### src/rtl/axis_bram_recorder_pkg.sv
// Shared state encodings and sizing helper for the AXI4-Stream to BRAM capture block.
package axis_bram_recorder_pkg;

  localparam logic [1:0] ST_IDLE   = 2'd0;
  localparam logic [1:0] ST_RECORD = 2'd1;
  localparam logic [1:0] ST_DONE   = 2'd2;
  localparam logic [1:0] ST_WAIT   = 2'd3;

  // Number of BRAM byte-write-enable bits for a given word width.
  function automatic int we_width(input int data_width);
    return data_width / 8;
  endfunction

endpackage

### src/rtl/axis_bram_recorder.sv
// Records a triggered run of cfg_data AXI4-Stream beats into BRAM port A from address 0.
// Optional macro AXIS_BRAM_RECORDER_TLAST_EN adds s_axis_tlast as an early end-of-run marker.
module axis_bram_recorder
  import axis_bram_recorder_pkg::*;
#(
  parameter int AXIS_TDATA_WIDTH = 32,
  parameter int BRAM_DATA_WIDTH  = 32,
  parameter int BRAM_ADDR_WIDTH  = 10
) (
  input  logic                         aclk,
  input  logic                         aresetn,
  input  logic [BRAM_ADDR_WIDTH-1:0]   cfg_data,
  input  logic                         trig_flag,
  output logic [BRAM_ADDR_WIDTH-1:0]   sts_data,
  output logic                         done_flag,
  input  logic [AXIS_TDATA_WIDTH-1:0]  s_axis_tdata,
  input  logic                         s_axis_tvalid,
`ifdef AXIS_BRAM_RECORDER_TLAST_EN
  input  logic                         s_axis_tlast,
`endif
  output logic                         s_axis_tready,
  output logic                         bram_porta_clk,
  output logic                         bram_porta_rst,
  output logic [BRAM_ADDR_WIDTH-1:0]   bram_porta_addr,
  output logic [BRAM_DATA_WIDTH-1:0]   bram_porta_wrdata,
  output logic [BRAM_DATA_WIDTH/8-1:0] bram_porta_we
);

  localparam int WE_W = we_width(BRAM_DATA_WIDTH);

  logic [1:0]                 state;
  logic [BRAM_ADDR_WIDTH-1:0] cnt;
  logic [BRAM_ADDR_WIDTH-1:0] cnt_next;
  logic [BRAM_DATA_WIDTH-1:0] sample;
  logic                       last_beat;

  assign s_axis_tready  = 1'b1;
  assign bram_porta_clk = aclk;
  assign bram_porta_rst = ~aresetn;
  assign sts_data       = cnt;
  assign cnt_next       = cnt + 1'b1;

  generate
    if (BRAM_DATA_WIDTH > AXIS_TDATA_WIDTH) begin : g_extend
      assign sample = {{(BRAM_DATA_WIDTH - AXIS_TDATA_WIDTH){1'b0}}, s_axis_tdata};
    end else begin : g_truncate
      assign sample = s_axis_tdata[BRAM_DATA_WIDTH-1:0];
    end
  endgenerate

`ifdef AXIS_BRAM_RECORDER_TLAST_EN
  assign last_beat = s_axis_tlast;
`else
  assign last_beat = 1'b0;
`endif

  always_ff @(posedge aclk or negedge aresetn) begin
    if (!aresetn) begin
      state             <= ST_IDLE;
      cnt               <= '0;
      done_flag         <= 1'b0;
      bram_porta_addr   <= '0;
      bram_porta_wrdata <= '0;
      bram_porta_we     <= '0;
    end else begin
      bram_porta_we <= '0;
      case (state)
        ST_IDLE: begin
          if (trig_flag && (cfg_data != '0)) begin
            cnt       <= '0;
            done_flag <= 1'b0;
            state     <= ST_RECORD;
          end
        end
        ST_RECORD: begin
          if (s_axis_tvalid) begin
            bram_porta_addr   <= cnt;
            bram_porta_wrdata <= sample;
            bram_porta_we     <= {WE_W{1'b1}};
            cnt               <= cnt_next;
            if ((cnt_next >= cfg_data) || last_beat) begin
              done_flag <= 1'b1;
              state     <= ST_DONE;
            end
          end else if (cnt >= cfg_data) begin
            // Limit lowered below the count while idle on the stream: stop without writing.
            done_flag <= 1'b1;
            state     <= ST_DONE;
          end
        end
        ST_DONE: begin
          done_flag <= 1'b1;
          if (!trig_flag) state <= ST_WAIT;
        end
        default: begin
          state <= ST_IDLE;
        end
      endcase
    end
  end

endmodule
### config.mk
export PLATFORM = sky130hd
export DESIGN_NAME = axis_bram_recorder
export DESIGN_NICKNAME = d
export VERILOG_FILES = /design/src/rtl/axis_bram_recorder_pkg.sv /design/src/rtl/axis_bram_recorder.sv
export SDC_FILE = /design/constraint.sdc
export NUM_CORES = 1
export LEC_CHECK = 0
export BUFFER_PORTS_ARGS = -buffer_cell sky130_fd_sc_hd__clkbuf_2
export CORE_MARGIN = 2
export CORE_UTILIZATION = 50
export CTS_CLUSTER_DIAMETER = 30
export DETAILED_ROUTE_END_ITERATION = 8
export GPL_TIMING_DRIVEN = 0
export PLACE_DENSITY = 0.84
export SLEW_MARGIN = 25
export SYNTH_ARGS = -nofsm -noshare
export SYNTH_HDL_FRONTEND = slang
export SYNTH_SLANG_ARGS = --single-unit
### constraint.sdc
create_clock -name aclk -period 3.8 [get_ports aclk]
set_input_delay 0.19 -clock aclk [delete_from_list [all_inputs] [get_ports aclk]]
set_output_delay 0.19 -clock aclk [all_outputs]
set_load 0.05 [all_outputs]
======== Word-level counts from Yosys, hierarchy flattened ========
Index checks and enable logic that the tools add are counted.
Widths: inputs -> output; s select.
operators by class
  add/sub/neg operators ................... 1
  order comparisons ....................... 2
  equality and inequality tests ........... 7
  muxes and demuxes ....................... 16
  bitwise logic cells ..................... 1
  reductions and logical operators ........ 9
operators by type and width
  kind                   number
  $ge 10x10->1           2
  $mux 10                2
  $pmux 10 s2            1
  $add 10x1->10 const B  1
  $mux 2                 5
  $reduce_bool 10->1     1
  $mux 4                 2
  $reduce_and 4->1       2
  $ne 2x2->1 const B     3
  $ne 3x3->1 const B     2
  $pmux 2 s3             1
  $mux 1                 4
  $pmux 1 s3             1
  $reduce_and 3->1       1
  $reduce_bool 3->1      1
  $eq 2x1->1 const B     1
  $eq 2x2->1 const B     1
  $logic_not 2->1        1
  $reduce_and 2->1       1
  $reduce_bool 2->1      1
  $logic_and 1x1->1      1
  $not 1->1              1
word-level totals
  register bits after elaboration ......... 59
  input port bits ......................... 46
  output and inout port bits .............. 60
  word-level logic and storage cells ...... 42

======== Longest topological paths before layout ========
Gate-level depths: netlist of the first run.
  word-level depth ........................ 5
  gate-level depth with buffers ........... 11
  depth with buffers taken out ............ 11

==> results.md, run 1 <==
* Average wire per standard cell at 14.2 um
* P_sw at 1.49 mW
* Starting Density at 52.6%
* Logic pwr share at 53.3%
* Asr flop ratio synth at 100%
* Initial antenna violation count at 0
* Ant diodes at 0
* Site Rows at 27
* Synthesized cell area at 2930 um^2
* Status: completed
* Die Height at 80.6 um
* Hpwl dp at 4690 um
* Placer Congestion at 0.803
* Startpoint types: register
* CTS resizes at 0
* Clock share of power at 15.6%
* Routed Antenna Nets at 0
* Crit share post-route at 81.2%
* Yosys warnings at 0
* Seq/Total Area, Yosys at 47.8%
* Skew final at 0.00950 ns
* # fillers at 400
* DRC Markers at 0
* Worst Max-Slew Pin Slew at 0.750 ns
* Total Routing Usage GR at 20.6%
* Critical Path AT at 3.39 ns
* Die width at 80.6 um
* Die area at 6500 um^2
* Ys flop type: dfrtp_1
* Leakage Power at 2.11 nW
* RSZ-0062 raised after global routing: false
* Fmax at 324 MHz
* Sequential Power Share at 31.1%
* Yosys cell types at 47
* Vias/cell at 5.13
* First-pass DRT Iterations at 4
* Critical path capture point type: register
* Area delta synth->final at 34.9%
* Largest net degree at the start of global routing at 58
* DRT Wirelength at 6390 um
* Final hold vios at 0
* PwrDens at 763 nW/um^2
* Final setup fails at 0
* Mapped Cells at 234
* I/O Buffers at 104
* Seq cells post-synth at 56
* CTS tree: yes
* Hold WC Path Type: primary input to register
* Postcts setup bufs at 0
* Detailed Route Iter0 Violations at 65
* Clock transition at path regs at 0.10 ns
* Maximum VDD drop at 0.596 mV
* Mapped Avg Cell Area at 12.5 um^2
* First-pass GRT wire length at 10200 um
* Tmin final at 3.09 ns
* Slew HR at 50.0%
* Final core occ at 71.0%
* Share of post-route cells with drive strength above 1 at 48.8%
* Switching Fraction at 49.4%
* Pint at 1.53 mW
* Std-Cell Core Area at 5570 um^2
* Worst EP required at 4.10 ns
* Routed via count at 2302
* Final global-route overflow total at 0
* IO Count at 106
* Crit path kind: register to register
* Final net count at 447
* Syn_nets at 305
* Max-cap viol count at 0
* Crit-path max FO at 8
* Number of hold buffers added after cts at 17
* Post-synth EDFFs at 0
* Setup TNS at 0 ns
* Clock latency on the worst-skew pair at 0.42 ns
* Vias in the first global route at 2252
* Max Slew Vio Count at 0
==> stage by stage <==
step / hold WS [ns] / setup WS, ns / area (um^2) / power (mW) / std cells
2_1_floorplan: -0.106 / 0.628 / 2930 / 2.23 / 234
3_3_place_gp: 0.422 / 0.753 / 3540 / 2.56 / 410
3_5_place_dp: 0.328 / 0.743 / 3550 / 2.61 / 410
4_1_cts: 0.000292 / 0.706 / 3850 / 3.04 / 438
5_1_grt: 0.00505 / 0.519 / 3960 / 3.19 / 449
6_report: 0.0161 / 0.715 / 3960 / 3.02 / 449
==> per-layer routing <==
layer / vias to the layer above / global-route usage (%) / routed length (um)
met5: - / 0 / 0
met4: 0 / 9.15 / 76
met3: 6 / 3.71 / 379
met2: 79 / 34.8 / 3280
met1: 1105 / 25.7 / 2650
li1: 1112 / - / -
==> power groups by stage <==
stage | combinational (mW) | clock [mW] | sequential [mW]
finish | 1.61 | 0.471 | 0.939
global route | 1.71 | 0.511 | 0.966
CTS | 1.61 | 0.487 | 0.939
detailed placement | 1.60 | 0.0645 | 0.950
global placement | 1.56 | 0.0645 | 0.934
floorplan | 0.542 | 0.0567 | 1.63
==> cells in the mapped netlist (2+ instances only) <==
library cell / number / area [um^2]
buf_2: 4 / 20.0
a21oi_1: 6 / 30.0
o21ai_1: 5 / 25.0
xnor2_1: 2 / 17.5
nand3_1: 5 / 25.0
xnor2_2: 2 / 32.5
nand2_1: 5 / 18.8
nor4_1: 2 / 12.5
buf_4: 5 / 37.5
ha_1: 25 / 313
nor2_1: 10 / 37.5
o21ai_2: 2 / 17.5
xor2_1: 4 / 35.0
mux2_2: 41 / 462
dfrtp_1: 56 / 1400
nand2b_1: 5 / 31.3
mux2_4: 2 / 30.0
a21o_1: 3 / 22.5
o21ai_0: 3 / 15.0
nand4_1: 3 / 18.8
inv_1: 14 / 52.6
a22o_1: 5 / 43.8
==> cell usage in the layout (no fill, tap or decap), drive strengths merged, types with 2 or more instances in the layout <==
cell	synthesis	final
clkbuf	0	113
dfrtp	56	56
mux2	43	43
dlygate4sd3	0	28
ha	25	25
inv	15	15
nor2	11	11
buf	11	11
o21ai	10	10
a21oi	8	8
nand3	6	6
nand2	6	6
nand2b	5	5
a22o	5	5
xor2	4	4
xnor2	4	4
nand4	3	3
a21o	3	3
nor4	3	3
clkinv	1	2
o41ai	2	2
==> final cells by class <==
cell class                      count  area (um^2)  area share (%)
Inverter                           16         60.1            1.52
Tap cell                           72         90.1            2.28
Timing Repair Buffer              131          798            20.2
Clock inverter                      2         16.3           0.411
Buffer                             11         72.6            1.83
Clock buffer                       10          119            3.00
Sequential cell                    56         1400            35.4
Multi-Input combinational cell    151         1400            35.4
==> logic make-up after synthesis <==
kind of cell,count (synthesis),share of synthesized area [%]
mux,43,16.8
xor+xnor,8,2.90
other cells,1,0.128
flops,56,47.8
fa+ha+maj,25,10.7
simple gates,38,7.21
buf+inv,27,4.52
compound gates,36,10.1
==> critical path, cell delays in order (launching register included) <==
cell and delay, ns:
dfrtp_1 0.51, ha_1 0.28, nand3_1 0.18, nor2_1 0.25, nand3_1 0.15, xnor2_2 0.17, ha_1 0.30, nand4_1 0.10
o31ai_1 0.30, nor3_2 0.12, nor4_2 0.26, mux2_4 0.33
==> flip-flops by register name (all words and copies together) (netlist names) <==
| name | flops |
|---|---|
| bram_porta_addr | 10 |
| bram_porta_we | 1 |
| bram_porta_wrdata | 32 |
| done_flag | 1 |
| state | 2 |
| sts_data | 10 |
==> worst paths after layout <==
check                                         from                    to  slack (ns)  cells past startpoint
worst min register to register  bram_porta_addr[0]    bram_porta_addr[0]        0.51                      2
worst max-delay path                   sts_data[0]             done_flag        0.71                     11
min in group asynchronous                  aresetn           sts_data[3]        0.40                      2
worst min-delay path               s_axis_tdata[6]  bram_porta_wrdata[6]        0.02                      2
max in group asynchronous                  aresetn           sts_data[7]        2.90                      2
worst max register to register         sts_data[0]             done_flag        0.71                     11
No activity file was read; power rests on OpenSTA's default activity.
==> inputs of run 2 (changes only) <==
- clock period: 3.8 -> 3.1 ns (I/O delays scaled with it)
==> run 2 against run 1 <==
  * Clock skew is 0.0046 ns lower
  * Fmax is 6.4% higher
  * Via count is 1.2% higher
  * First-iteration DRC count is 11% higher
  * Power is 23% higher
  * Routed wire length is 3.0% higher
==> results.md, run 2 (synthesized netlist as in run 1, its figures left out) <==
* Initial antenna violation count at 0
* Crit-path max FO at 7
* Crit path kind: register to register
* Critical Path AT at 3.20 ns
* Hold WC Path Type: primary input to register
* First-pass DRT Iterations at 4
* Site Rows at 27
* Worst Max-Slew Pin Slew at 0.750 ns
* Status: completed
* Fmax at 345 MHz
* Hold Path End: state[0]
* Clock latency on the worst-skew pair at 0.41 ns
* Final global-route overflow total at 0
* Reg2reg start: sts_data[1]
* Pint at 1.89 mW
* Reg2Reg Depth at 11
* Largest net degree at the start of global routing at 58
* Sequential Power Share at 30.9%
* Routed Antenna Nets at 0
* Std-Cell Core Area at 5570 um^2
* CTS tree: yes
* First-pass GRT wire length at 10500 um
* Switching Fraction at 49.3%
* Vias in the first global route at 2348
* Hold Path Depth at 3
* Final net count at 455
* Vias/cell at 5.10
* Share of post-route cells with drive strength above 1 at 49.9%
* # fillers at 407
* DRT Wirelength at 6580 um
* Routed via count at 2329
* Tmin final at 2.90 ns
* Critical path capture point type: register
* Worst flop-to-flop path endpoint: state[1]
* Maximum VDD drop at 0.771 mV
* Worst reg2reg setup slack at 0.20 ns
* IO Count at 106
* Leakage Power at 2.14 nW
* Worst setup margin at 0.200 ns
* Startpoint types: register
* Placer Congestion at 0.808
* PwrDens at 923 nW/um^2
* P_sw at 1.84 mW
* Clock transition at path regs at 0.09 ns
* Final setup fails at 0
* Fin Hold WS at 0.0916 ns
* Slew HR at 50.0%
* Max-cap viol count at 0
* Starting Density at 52.6%
* Logic pwr share at 53.8%
* Setup TNS at 0 ns
* Ant diodes at 0
* Area delta synth->final at 37.7%
* Post-place setup slack at 0.103 ns
* Commonest non-fill, non-tap cell in the layout: clkbuf_2
* Final hold vios at 0
* Hold Path Origin: trig_flag
* Die area at 6500 um^2
* Crit share post-route at 93.5%
* Total power at 3.73 mW
* Average wire per standard cell at 14.4 um
* Biggest register: bram_porta_wrdata
* Worst EP required at 3.40 ns
* Max Slew Vio Count at 0
* Skew final at 0.00487 ns
* Clock share of power at 15.3%
* Total Routing Usage GR at 21.2%
* DRC Markers at 0
* I/O Buffers at 104
* Most frequent cells in the layout: clkbuf_2, dfrtp_1, mux2_2
* Hpwl dp at 4580 um
* Max reg flops at 32
* Die Height at 80.6 um
* Detailed Route Iter0 Violations at 72
* Die width at 80.6 um
## run 2: changes by cell type in the layout (fill, tap and decap cells not counted), sizes merged
cell and delta:
dlygate4sd3 +5, buf +3
## run 2: worst max-delay path by stage
stage	startpoint	end	slack [ns]
final	sts_data[1]	state[1]	0.20
after global routing	sts_data[1]	state[1]	-0.03
after CTS	sts_data[0]	state[1]	0.08
after detailed placement	sts_data[0]	state[1]	0.10
after global placement	sts_data[0]	done_flag	0.13
after floorplan	sts_data[4]	state[1]	0.1
## run 2: routing by layer
layer / track usage, % / up-vias / routed length [um]
met5: 0 / - / 0
li1: - / 1130 / -
met4: 7.46 / 0 / 68
met3: 4.38 / 10 / 334
met2: 37.4 / 71 / 3390
met1: 25.4 / 1118 / 2790
## run 2: area by class of cell
type / count / area, um^2 / share of cell area (%)
timing repair buffer: 139 / 871 / 21.5
clock inverter: 2 / 16.3 / 0.402
inverter: 16 / 60.1 / 1.49
multi-input combinational: 151 / 1410 / 34.8
buffer: 11 / 72.6 / 1.80
tap: 72 / 90.1 / 2.23
sequential: 56 / 1410 / 34.8
clock buffer: 10 / 119 / 2.94
## run 2: power by group through the flow
stage / clock network, mW / logic, mW / registers [mW]
2_1_floorplan: 0.0695 / 0.664 / 2.00
3_3_place_gp: 0.0791 / 1.92 / 1.15
3_5_place_dp: 0.0791 / 1.96 / 1.16
4_1_cts: 0.594 / 1.99 / 1.15
5_1_grt: 0.627 / 2.13 / 1.18
6_report: 0.571 / 2.01 / 1.15
## run 2: critical path, stage by stage, from the launching register on
cell	delay, ns
dfrtp_2	0.44
ha_1	0.25
nand3_1	0.19
nor2_2	0.18
nand3_1	0.13
xnor2_2	0.17
ha_1	0.31
nand4_1	0.13
o31ai_2	0.29
nor3_2	0.11
a2111oi_4	0.24
mux2_4	0.34
## run 2: through the flow
step / cells / util [%] / area [um^2]
after floorplan: 234 / - / 2940
after global placement: 410 / 63.6 / 3550
after detailed placement: 410 / 63.7 / 3550
after CTS: 454 / 71.9 / 4010
after global routing: 457 / 72.5 / 4040
final: 457 / 72.5 / 4040
## run 2: timing repair
| action | in CTS | in global routing |
|---|---|---|
| hold buffers | 33 | 0 |
| endpoints found under the setup margin | 0 | 2 |
| buffers inserted | 0 | 3 |
| resized for setup | 0 | 3 |
| hold endpoints to repair | 88 | 0 |
